--- src/rtl/regfile_onehot_32.sv ---
// 32-entry register file with a one-hot write port, two combinational read ports,
// a sticky multi-hot write error flag and a wrapping committed-write counter.
module regfile_onehot_32 #(
   parameter int N        = 32,
   parameter int ZERO_REG = 1,
   parameter int BYPASS   = 0
) (
   input  logic         clk,
   input  logic         rst,
   input  logic [31:0]  wr_ena,
   input  logic [N-1:0] wr_data,
   input  logic [4:0]   rd_addr0,
   input  logic [4:0]   rd_addr1,
   output logic [N-1:0] rd_data0,
   output logic [N-1:0] rd_data1,
   output logic         err_multi,
   output logic [7:0]   wr_count
);

   logic [N-1:0] mem_q [32];
   logic [N-1:0] mem_d [32];
   logic         err_multi_q;
   logic         err_multi_d;
   logic [7:0]   wr_count_q;
   logic [7:0]   wr_count_d;

   logic [4:0]   wr_idx_s;
   logic         wr_any_s;
   logic         wr_multi_s;
   logic         wr_legal_s;
   logic         wr_drop_s;
   logic         wr_commit_s;
   logic         wr_bypass_s;

   // OR-based encoder: exact for one-hot input, no priority chain needed
   always_comb begin
      wr_idx_s = 5'd0;
      for (int i = 0; i < 32; i++) begin
         wr_idx_s = wr_idx_s | ({5{wr_ena[i]}} & 5'(i));
      end
   end

   // Write classification: idle, legal one-hot, or illegal multi-hot
   always_comb begin
      wr_any_s    = (wr_ena != 32'd0);
      wr_multi_s  = ((wr_ena & (wr_ena - 32'd1)) != 32'd0);
      wr_legal_s  = wr_any_s && !wr_multi_s;
      wr_drop_s   = (ZERO_REG != 0) && (wr_idx_s == 5'd0);
      wr_commit_s = wr_legal_s && !wr_drop_s;
      // a write discarded by reset must not be forwarded either
      wr_bypass_s = (BYPASS != 0) && wr_commit_s && !rst;
   end

   // Next-state for the storage array
   always_comb begin
      for (int i = 0; i < 32; i++) begin
         if (wr_commit_s && (wr_idx_s == 5'(i))) begin
            mem_d[i] = wr_data;
         end else begin
            mem_d[i] = mem_q[i];
         end
      end
   end

   // Next-state for the error flag and write counter
   always_comb begin
      err_multi_d = err_multi_q | wr_multi_s;
      if (wr_commit_s) begin
         wr_count_d = wr_count_q + 8'd1;
      end else begin
         wr_count_d = wr_count_q;
      end
   end

   // State registers; reset wins over any write in the same cycle
   always_ff @(posedge clk) begin
      if (rst) begin
         for (int i = 0; i < 32; i++) begin
            mem_q[i] <= {N{1'b0}};
         end
         err_multi_q <= 1'b0;
         wr_count_q  <= 8'd0;
      end else begin
         for (int i = 0; i < 32; i++) begin
            mem_q[i] <= mem_d[i];
         end
         err_multi_q <= err_multi_d;
         wr_count_q  <= wr_count_d;
      end
   end

   // Read port 0
   always_comb begin
      if ((ZERO_REG != 0) && (rd_addr0 == 5'd0)) begin
         rd_data0 = {N{1'b0}};
      end else if (wr_bypass_s && (rd_addr0 == wr_idx_s)) begin
         rd_data0 = wr_data;
      end else begin
         rd_data0 = mem_q[rd_addr0];
      end
   end

   // Read port 1
   always_comb begin
      if ((ZERO_REG != 0) && (rd_addr1 == 5'd0)) begin
         rd_data1 = {N{1'b0}};
      end else if (wr_bypass_s && (rd_addr1 == wr_idx_s)) begin
         rd_data1 = wr_data;
      end else begin
         rd_data1 = mem_q[rd_addr1];
      end
   end

   assign err_multi = err_multi_q;
   assign wr_count  = wr_count_q;

endmodule

--- config.mk ---
export PLATFORM = sky130hd
export DESIGN_NAME = regfile_onehot_32
export DESIGN_NICKNAME = d
export VERILOG_FILES = /design/src/rtl/regfile_onehot_32.sv
export SDC_FILE = /design/constraint.sdc
export NUM_CORES = 2
export LEC_CHECK = 0
export ABC_CLOCK_PERIOD_IN_PS = 13200
export CAP_MARGIN = 20
export CORE_AREA = 2 2 364 366
export DETAILED_ROUTE_END_ITERATION = 10
export DIE_AREA = 0 0 366 368
export SLEW_MARGIN = 15
export SYNTH_ARGS = -nofsm -noshare
export SYNTH_HDL_FRONTEND = slang
export SYNTH_SLANG_ARGS = --single-unit
--- constraint.sdc ---
create_clock -name clk -period 13.2 [get_ports clk]
set_input_delay 1.98 -clock clk [delete_from_list [all_inputs] [get_ports clk]]
set_output_delay 1.98 -clock clk [all_outputs]
set_load 0.01 [all_outputs]
Word level (Yosys, flattened, before mapping)
Memory sizes are Yosys's and may differ from the RTL's.
Index checks and enable logic that the tools add are counted.
- add/subtract/negate cells: 2
- equal/unequal tests: 63
- muxes and demuxes: 69
- bitwise gates (word level): 64
- reduce and logical (&&, ||, !) cells: 73
- operators with widths (cell ; count):
    2-to-1 mux 32 bit ; 66
    == test 5 bit, second input constant ; 16
    OR 5 bit ; 15
    AND reduction 2 bit ; 32
    nonzero test 32 bit ; 2
    == test 5 x 4 -> 1 bit, second input constant ; 8
    logical AND 1 bit ; 34
    OR 1 bit ; 33
    AND 32 bit ; 1
    inequality test 1 bit, second input constant ; 32
    subtractor 32 x 1 -> 32 bit, second input constant ; 1
    OR 4 bit ; 7
    == test 5 x 3 -> 1 bit, second input constant ; 4
    logical NOT 5 bit ; 3
    == test 5 x 2 -> 1 bit, second input constant ; 2
    OR 3 bit ; 3
    adder 8 x 1 -> 8 bit, second input constant ; 1
    == test 5 x 1 -> 1 bit, second input constant ; 1
    OR 4 x 5 -> 5 bit ; 1
    OR 3 x 4 -> 4 bit ; 1
    2-to-1 mux 1 bit ; 3
    OR 2 x 3 -> 3 bit ; 1
    logical NOT 1 bit ; 2
    OR 1 x 2 -> 2 bit ; 1
    OR 2 bit ; 1
- register bits after elaboration: 9
- bits in writable memories: 1024
- input bits: 76
- output and inout bits: 73
- word-level logic and storage cells: 274
- memories: 1
- memory list (memory ; depth ; bits a word ; read ports ; clocked after Yosys merged registers in ; wr ports ; line ; text):
    mem_q ; 32 ; 32 ; 2 ; 0 ; 32 ; 20 ; logic [N-1:0] mem_q [32];

Longest topological paths before layout
- depth after elaboration: 37
- mapped depth: 12
- mapped depth without buffers: 8

Worst setup path before layout
No wires, ideal clock.
- kind: input port to output port
- start: input rd_addr1[0]
- end: output rd_data1[10]
- data arrival time: 4.381 ns
- required time: 11.220 ns
- setup slack: 6.839 ns
- stages: 7
- path buffers: 3
- cells stage by stage: clkbuf_1 clkbuf_1 buf_1 mux4_2 mux4_2 mux2i_1 nor2_1
- cells in the longest elaborated chain, start to end: 2
- elaborated cells between the ends (all ways): 3
- those cells by class: 1 x mux; 1 x reduce/logical; 1 x memory
- ends and longest elaborated chain (element ; line ; text):
    start: declaration ; 13 ; input logic [4:0] rd_addr1,
    memory (32 x 32 bit) / logical NOT 5 bit (equally long branches) ; -- ;
    2-to-1 mux 32 bit (*) ; 105 ; if ((ZERO_REG != 0) && (rd_addr1 == 5'd0)) begin
    end: declaration ; 15 ; output logic [N-1:0] rd_data1,
Mark *: on every way between the ends. The rest lies on a longest branch, timed or not.

Final worst setup path
- start: input rd_addr0[0]
- end: output rd_data0[0]
- cells in the longest elaborated chain, start to end: 2
- elaborated cells between the ends (all ways): 3
- those cells by class: 1 x mux; 1 x reduce/logical; 1 x memory
- ends and longest elaborated chain (element ; line ; text):
    start: declaration ; 12 ; input logic [4:0] rd_addr0,
    memory (32 x 32 bit) / logical NOT 5 bit (equally long branches) ; -- ;
    2-to-1 mux 32 bit (*) ; 94 ; if ((ZERO_REG != 0) && (rd_addr0 == 5'd0)) begin
    end: declaration ; 14 ; output logic [N-1:0] rd_data0,
Marked as above.

==> flow_metrics.env <==
export IMPL_nFillCells=11307
export IMPL_die_w_um=366
export IMPL_avgSynthCellArea_um2=17.6
export IMPL_fin_crit_sh_pct=59.7
export IMPL_max_stage_delay_ns=0.59
export IMPL_whs_ns=0.473
export IMPL_cts_clk_slew_worst_paths_ns=0.05
export IMPL_power_density_nw_per_um2=135
export IMPL_crit_type="in2out"
export IMPL_clk_latency_ns=0.67
export IMPL_via_per_inst=6.46
export IMPL_synth_top_flop_cell="edfxtp_1"
export IMPL_required_ns=11.22
export IMPL_cts_hold_buffers=0
export IMPL_core_area_um2=131000
export IMPL_worst_pin_slew_ns=1.13
export IMPL_finalSetupViolCount=0
export IMPL_diodes=0
export IMPL_hp_class="reg2reg"
export IMPL_cts_resized_gates=0
export IMPL_grt_total_usage_pct=24.3
export IMPL_avgRoutedWirePerCell_um=33.8
export IMPL_die_height_um=368
export IMPL_clk_path_buf_depth=3
export IMPL_cp_num_buf_inv=4
export IMPL_detail_route_antenna_nets=0
export IMPL_totalWireLength_um=164000
export IMPL_drc=0
export IMPL_synthMuxAreaShare_pct=29.1
export IMPL_clock_skew_ns=0.00376
export IMPL_synth_edff_count=1024
export IMPL_pin_count=149
export IMPL_wl_met3_um=14700
export IMPL_crit_path_frequent_cell="mux4_2"
export IMPL_syn_area_um2=51900
export IMPL_grt_antenna_before_repair=3
export IMPL_fmax_mhz=127
export IMPL_synth_fa_ha_area_share_pct=0.0241
export IMPL_cts_root_buffer="clkbuf_16"
export IMPL_ys_seq_area_share_pct=59.6
export IMPL_crit_chain="buf_8 > buf_12 > buf_16 > mux4_2 > mux4_2 > mux2i_1 > nor2_1 > clkdlybuf4s50_1"
export IMPL_timing_setup_tns_ns=0
export IMPL_irDropWorstVdd_v=0.0000940
export IMPL_synthTopCellsByCount="1024 x edfxtp_1, 640 x mux4_2, 311 x nor3_1, 280 x nor2_1, 212 x clkbuf_1"
export IMPL_start_kind="input port"
export IMPL_synth_simple_area_share_pct=7.64
export IMPL_syn_instance_count=2941
export IMPL_route_met2_wl_um=80100
export IMPL_cap_violations=0
export IMPL_post_cts_setup_buffers=0
export IMPL_synth_top_family_by_area="multiplexers"
export IMPL_cp_max_fo=73
export IMPL_grt_pass1_wl_um=235000
export IMPL_overflow=0
export IMPL_fin_crit_ns=7.88
export IMPL_p_leak_nw=18.3
export IMPL_endpoint_kind="output pin"
export IMPL_cp_arrival_ns=5.90
export IMPL_ys_ff_latch=1033
export IMPL_yosys_warnings=0
export IMPL_initial_utilization_pct=39.6
export IMPL_drt_initial_drc_count=3980
export IMPL_top_layer="met5"
export IMPL_stdcell_area_um2=58800
export IMPL_ys_async_sr_fraction_pct=0
export IMPL_synth_compound_area_share_pct=1.01
export IMPL_yosys_area_top_type="edfxtp_1"
export IMPL_synth_top_area_share_pct=59.3
export IMPL_final_hold_viol_count=0
export IMPL_slew_violations=0
export IMPL_vias=31331
export IMPL_nNetsFinal=3086
export IMPL_htreeDepth=3
export IMPL_row_count=133
export IMPL_port_buffers=148
export IMPL_rsz0062_at_grt="no"
export IMPL_grt_max_degree=117
export IMPL_cts_made_buffers=107
export IMPL_wl_met1_um=62500
export IMPL_dieArea_um2=135000
export IMPL_hpwl_um=93300
export IMPL_outcome="completed"
export IMPL_slew_limit_headroom_pct=23.8
export IMPL_grt_pass1_vias=32643
export IMPL_synth_cell_types=54
export IMPL_cts_tree="built"
export IMPL_clock_sinks=1033
export IMPL_place_congestion=0.890
export IMPL_dpl_cell_area_um2=55400
export IMPL_synth_xor_area_share_pct=0.0169
export IMPL_first_pass_iters=5
export IMPL_yosysMostFrequentCell="edfxtp_1"
export IMPL_syn_to_final_growth_pct=13.5
export IMPL_cp_top_family="buffers and inverters"
export IMPL_slowest_stage="mux4_2"
export IMPL_drive_gt1_share_pct=32.2
export IMPL_ys_top_cells_by_area="edfxtp_1 59%, mux4_2 28%, nor3_1 3.0%"
## metrics by stage
stage | cells | power [mW] | setup WS (ns) | utilization [%]
2_1_floorplan | 2972 | 4.59 | 6.84 | -
3_3_place_gp | 4654 | 5.02 | 5.41 | 42.4
3_5_place_dp | 4654 | 5.05 | 5.41 | 42.4
4_1_cts | 4852 | 7.99 | 5.40 | 45.0
5_1_grt | 4853 | 8.18 | 5.08 | 45.0
6_report | 4853 | 7.96 | 5.32 | 45.0
## cell usage in the layout (no fill, tap or decap), types with 40 or more instances in the layout
cell,instances
mux4_2,640
edfxtp_1,1024
buf_4,91
nor2_1,276
mux2i_1,65
nor3_2,51
nor3_1,311
nand2_1,40
clkdlybuf4s50_1,137
clkbuf_16,111
## final cells by class
class | instances | area, um2 | area share, %
sequential | 1033 | 30900 | 52.6
multi-input combinational | 1592 | 20000 | 33.9
inverter | 35 | 131 | 0.223
timing repair buffer | 240 | 2230 | 3.80
clock buffer | 132 | 2880 | 4.89
clock inverter | 66 | 509 | 0.865
tap | 1755 | 2200 | 3.73
## where the power goes
part | switching, mW | internal, mW | total (mW)
registers | 0.0953 | 3.83 | 3.92
logic | 0.555 | 0.505 | 1.06
clock network | 1.28 | 1.69 | 2.97
## routing by layer
layer | vias up | GRT usage, %
met5 | - | 0
met4 | 2 | 9.04
met3 | 348 | 3.99
met2 | 1850 | 39.7
met1 | 16790 | 32.8
li1 | 12341 | -
## worst min-delay path: stages (launching register included)
cell and delay (ns):
dfxtp_1 0.32, nor2_1 0.05, nor2_1 0.07
## logic make-up (layout without fill, tap and decap cells)
logic type	after synthesis	after routing
DFF	1033	1033
and+or+nand+nor	782	782
other	1	32
buffers and inverters	347	473
adders and majority gates	1	1
muxes	705	705
xor gates and xnor gates	1	1
AOI/OAI and AO/OA	71	71
## worst paths after layout
check	start	slack [ns]	cells after the start	to
max reg2reg	wr_count[2]	11.81	3	wr_count[7]
max	rd_addr0[0]	5.32	8	rd_data0[0]
min	err_multi	0.47	2	err_multi
min reg2reg	err_multi	0.47	2	err_multi
## state kept, by name, summed over array words and instances (netlist names)
signal / flops
err_multi: 1
wr_count: 8
mem_q: 1024
(Power assumes the default switching activity.)
